File: config.mk
export PLATFORM = sky130hd
export DESIGN_NAME = alu_share_arbiter
export DESIGN_NICKNAME = d
export VERILOG_FILES = /design/src/rtl/alu_share_arbiter.sv
export SDC_FILE = /design/constraint.sdc
export NUM_CORES = 1
export LEC_CHECK = 0
export BUFFER_PORTS_ARGS = -buffer_cell sky130_fd_sc_hd__buf_4
export CORE_AREA = 2 2 164 166
export CTS_CLUSTER_SIZE = 25
export DETAILED_ROUTE_END_ITERATION = 10
export DIE_AREA = 0 0 166 168
export SLEW_MARGIN = 20
export SYNTH_ARGS = -nofsm -noshare
export SYNTH_HDL_FRONTEND = slang
export SYNTH_SLANG_ARGS = --single-unit
File: constraint.sdc
create_clock -name clk -period 2.1 [get_ports clk]
set_clock_uncertainty 0.2 [all_clocks]
set_input_delay 0.21 -clock clk [delete_from_list [all_inputs] [get_ports clk]]
set_output_delay 0.21 -clock clk [all_outputs]
set_load 0.01 [all_outputs]
File: src/rtl/alu_share_arbiter.sv
// Round-robin arbiter sharing one external 32-bit ALU among NUM_REQ requesters.
// Optional per-requester saturating grant counters under `ALU_ARB_STATS_EN.

`ifdef ALU_ARB_STATS_EN
module alu_arb_grant_ctr (
  input  logic        clk,
  input  logic        rst,
  input  logic        inc,
  output logic [15:0] count
);
  always_ff @(posedge clk) begin
    if (rst)                            count <= '0;
    else if (inc && count != 16'hFFFF)  count <= count + 16'd1;
  end
endmodule
`endif

module alu_share_arbiter #(
  parameter int NUM_REQ = 4,
  parameter int ID_W    = 2
) (
  input  logic                     clk,
  input  logic                     rst,
  input  logic [NUM_REQ-1:0]       req_valid,
  output logic [NUM_REQ-1:0]       req_ready,
  input  logic [NUM_REQ-1:0][31:0] req_a,
  input  logic [NUM_REQ-1:0][31:0] req_b,
  input  logic [NUM_REQ-1:0][3:0]  req_ctrl,
  output logic [31:0]              alu_a,
  output logic [31:0]              alu_b,
  output logic [3:0]               alu_control,
  input  logic [31:0]              alu_result,
  input  logic                     alu_zero,
  output logic                     rsp_valid,
  input  logic                     rsp_ready,
  output logic [ID_W-1:0]          rsp_id,
  output logic [31:0]              rsp_result,
  output logic                     rsp_zero
`ifdef ALU_ARB_STATS_EN
  ,
  output logic [NUM_REQ-1:0][15:0] grant_count
`endif
);

  typedef enum logic [1:0] {IDLE, EXEC, RESP} state_t;

  state_t          state_q, state_d;
  logic [ID_W-1:0] ptr_q, win_id, nxt_ptr, id_q;
  logic            found, accept_win, hs;

  // Scan upward from ptr, wrapping modulo NUM_REQ; first valid wins.
  always_comb begin
    found  = 1'b0;
    win_id = '0;
    for (int k = 0; k < NUM_REQ; k++) begin
      if (!found && req_valid[(int'(ptr_q) + k) % NUM_REQ]) begin
        found  = 1'b1;
        win_id = ID_W'((int'(ptr_q) + k) % NUM_REQ);
      end
    end
  end

  // rst gating keeps req_ready low for the whole reset window.
  assign accept_win = !rst && (state_q == IDLE || (state_q == RESP && rsp_ready));
  assign hs         = accept_win && found;
  assign req_ready  = hs ? (NUM_REQ'(1) << win_id) : '0;
  assign nxt_ptr    = (win_id == ID_W'(NUM_REQ - 1)) ? '0 : win_id + ID_W'(1);

  always_comb begin
    state_d = state_q;
    case (state_q)
      IDLE:    if (hs) state_d = EXEC;
      EXEC:    state_d = RESP;
      RESP:    if (rsp_ready) state_d = hs ? EXEC : IDLE;
      default: state_d = IDLE;
    endcase
  end

  always_ff @(posedge clk) begin
    if (rst) begin
      state_q     <= IDLE;
      ptr_q       <= '0;
      id_q        <= '0;
      alu_a       <= '0;
      alu_b       <= '0;
      alu_control <= '0;
      rsp_result  <= '0;
      rsp_zero    <= 1'b0;
    end else begin
      state_q <= state_d;
      if (hs) begin
        ptr_q       <= nxt_ptr;
        id_q        <= win_id;
        alu_a       <= req_a[win_id];
        alu_b       <= req_b[win_id];
        alu_control <= req_ctrl[win_id];
      end
      if (state_q == EXEC) begin
        rsp_result <= alu_result;
        rsp_zero   <= alu_zero;
      end
    end
  end

  assign rsp_valid = (state_q == RESP);
  assign rsp_id    = id_q;

`ifdef ALU_ARB_STATS_EN
  for (genvar i = 0; i < NUM_REQ; i++) begin : g_ctr
    alu_arb_grant_ctr u_ctr (
      .clk   (clk),
      .rst   (rst),
      .inc   (req_ready[i]),
      .count (grant_count[i])
    );
  end
`endif

endmodule

==> results of run 1 <==
## synthesized netlist by cell type (all sizes together)
master,n,area [um2]
inv,1,3.750
o32a,1,10.01
xnor2,1,8.760
and2,1,6.260
a21boi,1,7.510
dfxtp,107,2142
a21oi,37,185.2
a211oi,1,7.510
a221oi,1,8.760
mux2i,136,1361
or4b,1,13.76
nand2b,2,12.51
nor3,1,5.000
nor2,12,45.04
clkbuf,32,121.4
nand2,139,521.8
buf,18,173.9
o221ai,68,595.6
or4,1,7.510
nor2b,6,37.54
a221o,1,10.01
## logic make-up after synthesis
logic type	after synthesis	share of synthesized area (%)
AOI/OAI and AO/OA	110	15.60
buffers and inverters	51	5.658
DFF	107	40.53
muxes	136	25.76
and+or+nand+nor	163	12.29
xor gates and xnor gates	1	0.1657
## stage by stage
stage | hold WS, ns | cells | area, um2 | setup TNS [ns]
after detailed placement | 0.2467 | 1310 | 8920 | -2.833
after floorplan | 0.1057 | 568 | 5285 | 0
after global placement | 0.2431 | 1310 | 8920 | -1.550
==> impl_metrics.xml, run 1 <==
<?xml version="1.0" encoding="UTF-8"?>
<metrics>
  <group name="synthesis">
    <metric name="cell_variety_after_synth" unit="">24</metric>
    <metric name="netlist_instances" unit="">568</metric>
    <metric name="synth.ff_latch_count" unit="">107</metric>
    <metric name="synth_area_per_cell" unit="um2">9.305</metric>
    <metric name="mappedNetlistNets" unit="">880</metric>
    <metric name="yosysSeqAreaShare" unit="%">40.53</metric>
    <metric name="synth_area" unit="um2">5285</metric>
    <metric name="yosys_warnings" unit="">0</metric>
  </group>
  <group name="placed_design">
    <metric name="pre_cts_slack" unit="ns">-0.1867</metric>
    <metric name="dpl.hpwl" unit="um">16590</metric>
    <metric name="routabilityCongestion" unit="">0.8200</metric>
    <metric name="io_buffers" unit="">419</metric>
  </group>
  <group name="clock_tree">
    <metric name="cts-buffers-inserted" unit="">9</metric>
    <metric name="clock_tree.root_cell" unit="">sky130_fd_sc_hd__clkbuf_16</metric>
    <metric name="hold_buf_count_cts" unit="">268</metric>
    <metric name="post-cts-setup-buffers" unit="">7</metric>
    <metric name="max-clock-path-buffers" unit="">2</metric>
    <metric name="cts.htree.levels" unit="">3</metric>
    <metric name="postCtsResizedCells" unit="">33</metric>
    <metric name="clock_sinks" unit="">107</metric>
  </group>
  <group name="die">
    <metric name="die_h" unit="um">168</metric>
    <metric name="initial_utilization" unit="%">20.06</metric>
    <metric name="fp-row-count" unit="">60</metric>
    <metric name="number_of_i_o_pins" unit="">420</metric>
    <metric name="horizontal_extent_of_the_die" unit="um">166</metric>
  </group>
  <group name="status">
    <metric name="stopped_at" unit="">4_1_cts</metric>
    <metric name="error" unit="">[ERROR RSZ-0060] Max buffer count reached.</metric>
    <metric name="outcome" unit="">did not finish</metric>
  </group>
</metrics>
==> inputs of run 2 (changes only) <==
--- a/config.mk
+++ b/config.mk
@@ -6,10 +6,10 @@
 export NUM_CORES = 1
 export LEC_CHECK = 0
 export BUFFER_PORTS_ARGS = -buffer_cell sky130_fd_sc_hd__buf_4
-export CORE_AREA = 2 2 164 166
-export CTS_CLUSTER_SIZE = 25
+export CORE_MARGIN = 2
+export CORE_UTILIZATION = 20
 export DETAILED_ROUTE_END_ITERATION = 10
-export DIE_AREA = 0 0 166 168
+export PLACE_DENSITY_LB_ADDON = 0.15
 export SLEW_MARGIN = 20
 export SYNTH_ARGS = -nofsm -noshare
 export SYNTH_HDL_FRONTEND = slang
==> constraint.sdc (replaced) <==
create_clock -name clk -period 2.7 [get_ports clk]
set_clock_uncertainty 0.2 [all_clocks]
set_input_delay 0.27 -clock clk [delete_from_list [all_inputs] [get_ports clk]]
set_output_delay 0.27 -clock clk [all_outputs]
set_load 0.01 [all_outputs]
==> impl_metrics.xml, run 2 <==
<?xml version="1.0" encoding="UTF-8"?>
<metrics>
  <group name="placed_design">
    <metric name="pre_cts_slack" unit="ns">0.3185</metric>
    <metric name="io_buffers" unit="">419</metric>
    <metric name="dpl.hpwl" unit="um">18170</metric>
    <metric name="place_inst" unit="">1294</metric>
    <metric name="routabilityCongestion" unit="">0.8047</metric>
    <metric name="placement.cell_area" unit="um2">8800</metric>
  </group>
  <group name="grt">
    <metric name="grt_overflow_total" unit="">0</metric>
    <metric name="number_of_global_route_vias_before_repair" unit="">6073</metric>
    <metric name="global_route.usage.total" unit="%">16.61</metric>
    <metric name="grt_antenna_before_repair" unit="">0</metric>
    <metric name="grt_first_pass_wirelength" unit="um">35860</metric>
    <metric name="grt_max_degree" unit="">40</metric>
  </group>
  <group name="clock_tree">
    <metric name="tritoncts_clock_tree" unit="">built</metric>
    <metric name="cts-buffers-inserted" unit="">9</metric>
    <metric name="worstSkewPairLatency" unit="ns">0.35</metric>
    <metric name="clock_sinks" unit="">107</metric>
    <metric name="cts.clk_slew.worst_paths" unit="ns">0.08</metric>
    <metric name="max-clock-path-buffers" unit="">2</metric>
    <metric name="postCtsResizedCells" unit="">0</metric>
    <metric name="clock_tree.root_cell" unit="">sky130_fd_sc_hd__clkbuf_16</metric>
    <metric name="cts.htree.levels" unit="">3</metric>
  </group>
  <group name="sta">
    <metric name="finalSetupViolations" unit="">0</metric>
    <metric name="slew_worst_pin" unit="ns">0.5215</metric>
    <metric name="worst_hold_slack" unit="ns">0.01923</metric>
    <metric name="fin_ws" unit="ns">0.1881</metric>
    <metric name="final-hold-violation-count" unit="">0</metric>
    <metric name="worst_slew_margin_rel" unit="%">65.23</metric>
    <metric name="timing.final.crit_period" unit="ns">2.512</metric>
    <metric name="portion_of_the_clock_cycle_consumed_by_the_worst_path_in_the_final_layout" unit="%">93.04</metric>
    <metric name="fin_setup_tns" unit="ns">0</metric>
    <metric name="clock.fmax" unit="GHz">0.3981</metric>
    <metric name="slew_violations" unit="">0</metric>
    <metric name="rsz0062_at_grt" unit="">false</metric>
  </group>
  <group name="setup_path">
    <metric name="critPathArrivalTime" unit="ns">2.04</metric>
    <metric name="setup.reg_to_reg.worst_slack" unit="ns">0.28</metric>
    <metric name="worst_setup_path_end_kind" unit="">output pin</metric>
    <metric name="path_cells" unit="">a21boi_0 &gt; o32a_1 &gt; nand2b_2 &gt; nor2_1 &gt; buf_4</metric>
    <metric name="timing.critical_path.slowest_cell_delay" unit="ns">0.42</metric>
    <metric name="critical_path_depth" unit="">5</metric>
    <metric name="critPathKind" unit="">register to output pin</metric>
    <metric name="crit_path_start_kind" unit="">register</metric>
    <metric name="path_delay_family" unit="">simple AND/OR/NAND/NOR gates</metric>
    <metric name="critical_path.n_buffers_inverters" unit="">1</metric>
    <metric name="r2r_cells" unit="">8</metric>
    <metric name="crit_path_max_fanout" unit="">14</metric>
    <metric name="cpMaxStageDelayCell" unit="">sky130_fd_sc_hd__dfxtp_1</metric>
    <metric name="worst_ep_required_time" unit="ns">2.23</metric>
  </group>
  <group name="synthesis">
    <metric name="yosysSeqAreaShare" unit="%">40.53</metric>
    <metric name="yosys.area.top_type_share" unit="%">40.53</metric>
    <metric name="post-synth-top-count-cell" unit="">sky130_fd_sc_hd__nand2_1</metric>
    <metric name="mappedNetlistNets" unit="">880</metric>
    <metric name="ys.flop_type" unit="">sky130_fd_sc_hd__dfxtp_1</metric>
    <metric name="async_set_or_reset_register_ratio_after_synthesis" unit="%">0</metric>
    <metric name="synth.top_cells.by_count" unit="">sky130_fd_sc_hd__nand2_1 (139), sky130_fd_sc_hd__mux2i_1 (136), sky130_fd_sc_hd__dfxtp_1 (107)</metric>
    <metric name="synthDominantAreaCellType" unit="">sky130_fd_sc_hd__dfxtp_1</metric>
    <metric name="synth_edf_count" unit="">0</metric>
    <metric name="netlist_instances" unit="">568</metric>
    <metric name="post_synth_main_area_contributors" unit="">sky130_fd_sc_hd__dfxtp_1 (41%), sky130_fd_sc_hd__mux2i_1 (26%), sky130_fd_sc_hd__o221ai_1 (11%)</metric>
    <metric name="synth_area" unit="um2">5285</metric>
    <metric name="synth.ff_latch_count" unit="">107</metric>
    <metric name="yosys_warnings" unit="">0</metric>
    <metric name="synth_area_per_cell" unit="um2">9.305</metric>
    <metric name="cell_variety_after_synth" unit="">24</metric>
  </group>
  <group name="pwr">
    <metric name="net_switching_fraction_of_the_power" unit="%">32.50</metric>
    <metric name="cellInternalPower" unit="mW">3.669</metric>
    <metric name="clock_network_power_share" unit="%">26.8</metric>
    <metric name="share_comb_of_total_power" unit="%">37.4</metric>
    <metric name="power.net_switching" unit="mW">1.766</metric>
    <metric name="power.sequential.fraction" unit="%">35.8</metric>
    <metric name="power_density" unit="nW/um2">571.5</metric>
    <metric name="ir_worst_vdd" unit="V">0.0004044</metric>
    <metric name="p_leak" unit="nW">4.802</metric>
  </group>
  <group name="die">
    <metric name="horizontal_extent_of_the_die" unit="um">166.6</metric>
    <metric name="coreArea" unit="um2">25980</metric>
    <metric name="design.die.area" unit="um2">27740</metric>
    <metric name="fp-row-count" unit="">59</metric>
    <metric name="number_of_i_o_pins" unit="">420</metric>
    <metric name="die_h" unit="um">166.6</metric>
    <metric name="initial_utilization" unit="%">20.34</metric>
  </group>
  <group name="routing">
    <metric name="drt_pass1_iterations" unit="">4</metric>
    <metric name="route.detailed.drc" unit="">0</metric>
    <metric name="detail_route.iter0.violations" unit="">216</metric>
    <metric name="drtAntennaViolNets" unit="">0</metric>
    <metric name="route.vias.total" unit="">5991</metric>
    <metric name="postRouteWirelength" unit="um">24010</metric>
    <metric name="drt-wirelength-per-cell" unit="um">17.78</metric>
    <metric name="detail_route.vias_per_cell" unit="">4.438</metric>
  </group>
  <group name="cells_and_area">
    <metric name="fill_cells" unit="">2747</metric>
    <metric name="layout.nets" unit="">1322</metric>
    <metric name="layout.cells.most_common_list" unit="">sky130_fd_sc_hd__buf_4 (439), sky130_fd_sc_hd__nand2_1 (138), sky130_fd_sc_hd__mux2i_1 (136)</metric>
    <metric name="mostFrequentLayoutCell" unit="">sky130_fd_sc_hd__buf_4</metric>
    <metric name="layout_top_registers" unit="">alu_a: 32 flops, alu_b: 32 flops, rsp_result: 32 flops</metric>
    <metric name="antenna_cells" unit="">0</metric>
    <metric name="fin_cells" unit="">1350</metric>
    <metric name="final_layout_size_suffix_gt1_share" unit="%">45.91</metric>
    <metric name="register_area" unit="um2">2142</metric>
    <metric name="finish.instance_area" unit="um2">9510</metric>
    <metric name="multiInputGateArea" unit="um2">2861</metric>
    <metric name="syn_to_final_growth" unit="%">79.95</metric>
  </group>
  <group name="min_path">
    <metric name="worst_hold_path_type" unit="">input pin to register</metric>
    <metric name="timing.hold.worst_path_depth" unit="">3</metric>
  </group>
  <group name="status">
    <metric name="outcome" unit="">finished clean</metric>
  </group>
  <group name="run">
    <metric name="cap_violations" unit="">0</metric>
  </group>
</metrics>
==> run 2: stage by stage <==
stage               utilization [%]  total power, mW
finish                        36.60            5.435
CTS                           36.60            5.548
global route                  36.60            5.750
global placement              33.86            3.984
floorplan                         -            2.996
detailed placement            33.86            3.986
==> run 2: kinds of logic (layout without fill, tap and decap cells) <==
| kind of cell | Yosys count | after routing | synth area share [%] |
|---|---|---|---|
| simple gates | 163 | 163 | 12.29 |
| flops | 107 | 107 | 40.53 |
| mux | 136 | 136 | 25.76 |
| buf+inv | 51 | 498 | 5.658 |
| xor+xnor | 1 | 1 | 0.1657 |
| compound gates | 110 | 110 | 15.60 |
==> run 2: power groups by stage <==
| stage | combinational (mW) | sequential, mW | clock, mW |
|---|---|---|---|
| after floorplan | 0.924 | 2.07 | 0 |
| final | 2.03 | 1.95 | 1.46 |
| after global routing | 2.20 | 1.98 | 1.57 |
| after detailed placement | 2.01 | 1.98 | 0 |
| after CTS | 2.07 | 1.95 | 1.53 |
| after global placement | 2.00 | 1.98 | 0 |
==> run 2: area by class of cell <==
type	instances	share of cell area (%)
Timing Repair Buffer	481	39.60
Multi-Input combinational cell	410	30.09
Sequential cell	107	22.52
Tap cell	335	4.407
Clock buffer	9	2.368
Clock inverter	7	0.9736
Inverter	1	0.03947
==> run 2: tightest hold or removal path, cell delays in order <==
cell	delay (ns)
sky130_fd_sc_hd__buf_4	0.07
sky130_fd_sc_hd__mux2i_1	0.05
sky130_fd_sc_hd__o221ai_1	0.15
==> run 2: worst paths after layout <==
path | startpoint | to
worst max-delay path | ptr_q[1]$_SDFFE_PP0P_ | req_ready[1]
worst min-delay path | req_a[116] | alu_a[20]$_SDFFE_PP0P_
worst max register to register | ptr_q[0]$_SDFFE_PP0P_ | alu_a[19]$_SDFFE_PP0P_
worst min register to register | rsp_result[24]$_SDFFE_PP0N_ | rsp_result[24]$_SDFFE_PP0N_
==> run 2: what timing repair did <==
action / CTS / global route
setup endpoints to repair: 1 / 0
hold endpoints to repair: 37 / 0
setup buffers: 3 / 0
hold buffers: 37 / 0
==> run 2: routing by layer <==
metal  up-vias  global-route usage (%)  wire (um)  share of wire, %
met5         -                       0          0                 0
met4         0                   4.273        377               1.6
met3        21                   4.610       1769               7.4
met2       263                   30.63      12500                52
met1      2752                   18.79       9360                39
li1       2955                       -          -                 -
Note: power is estimated with default switching activity, not from simulation.
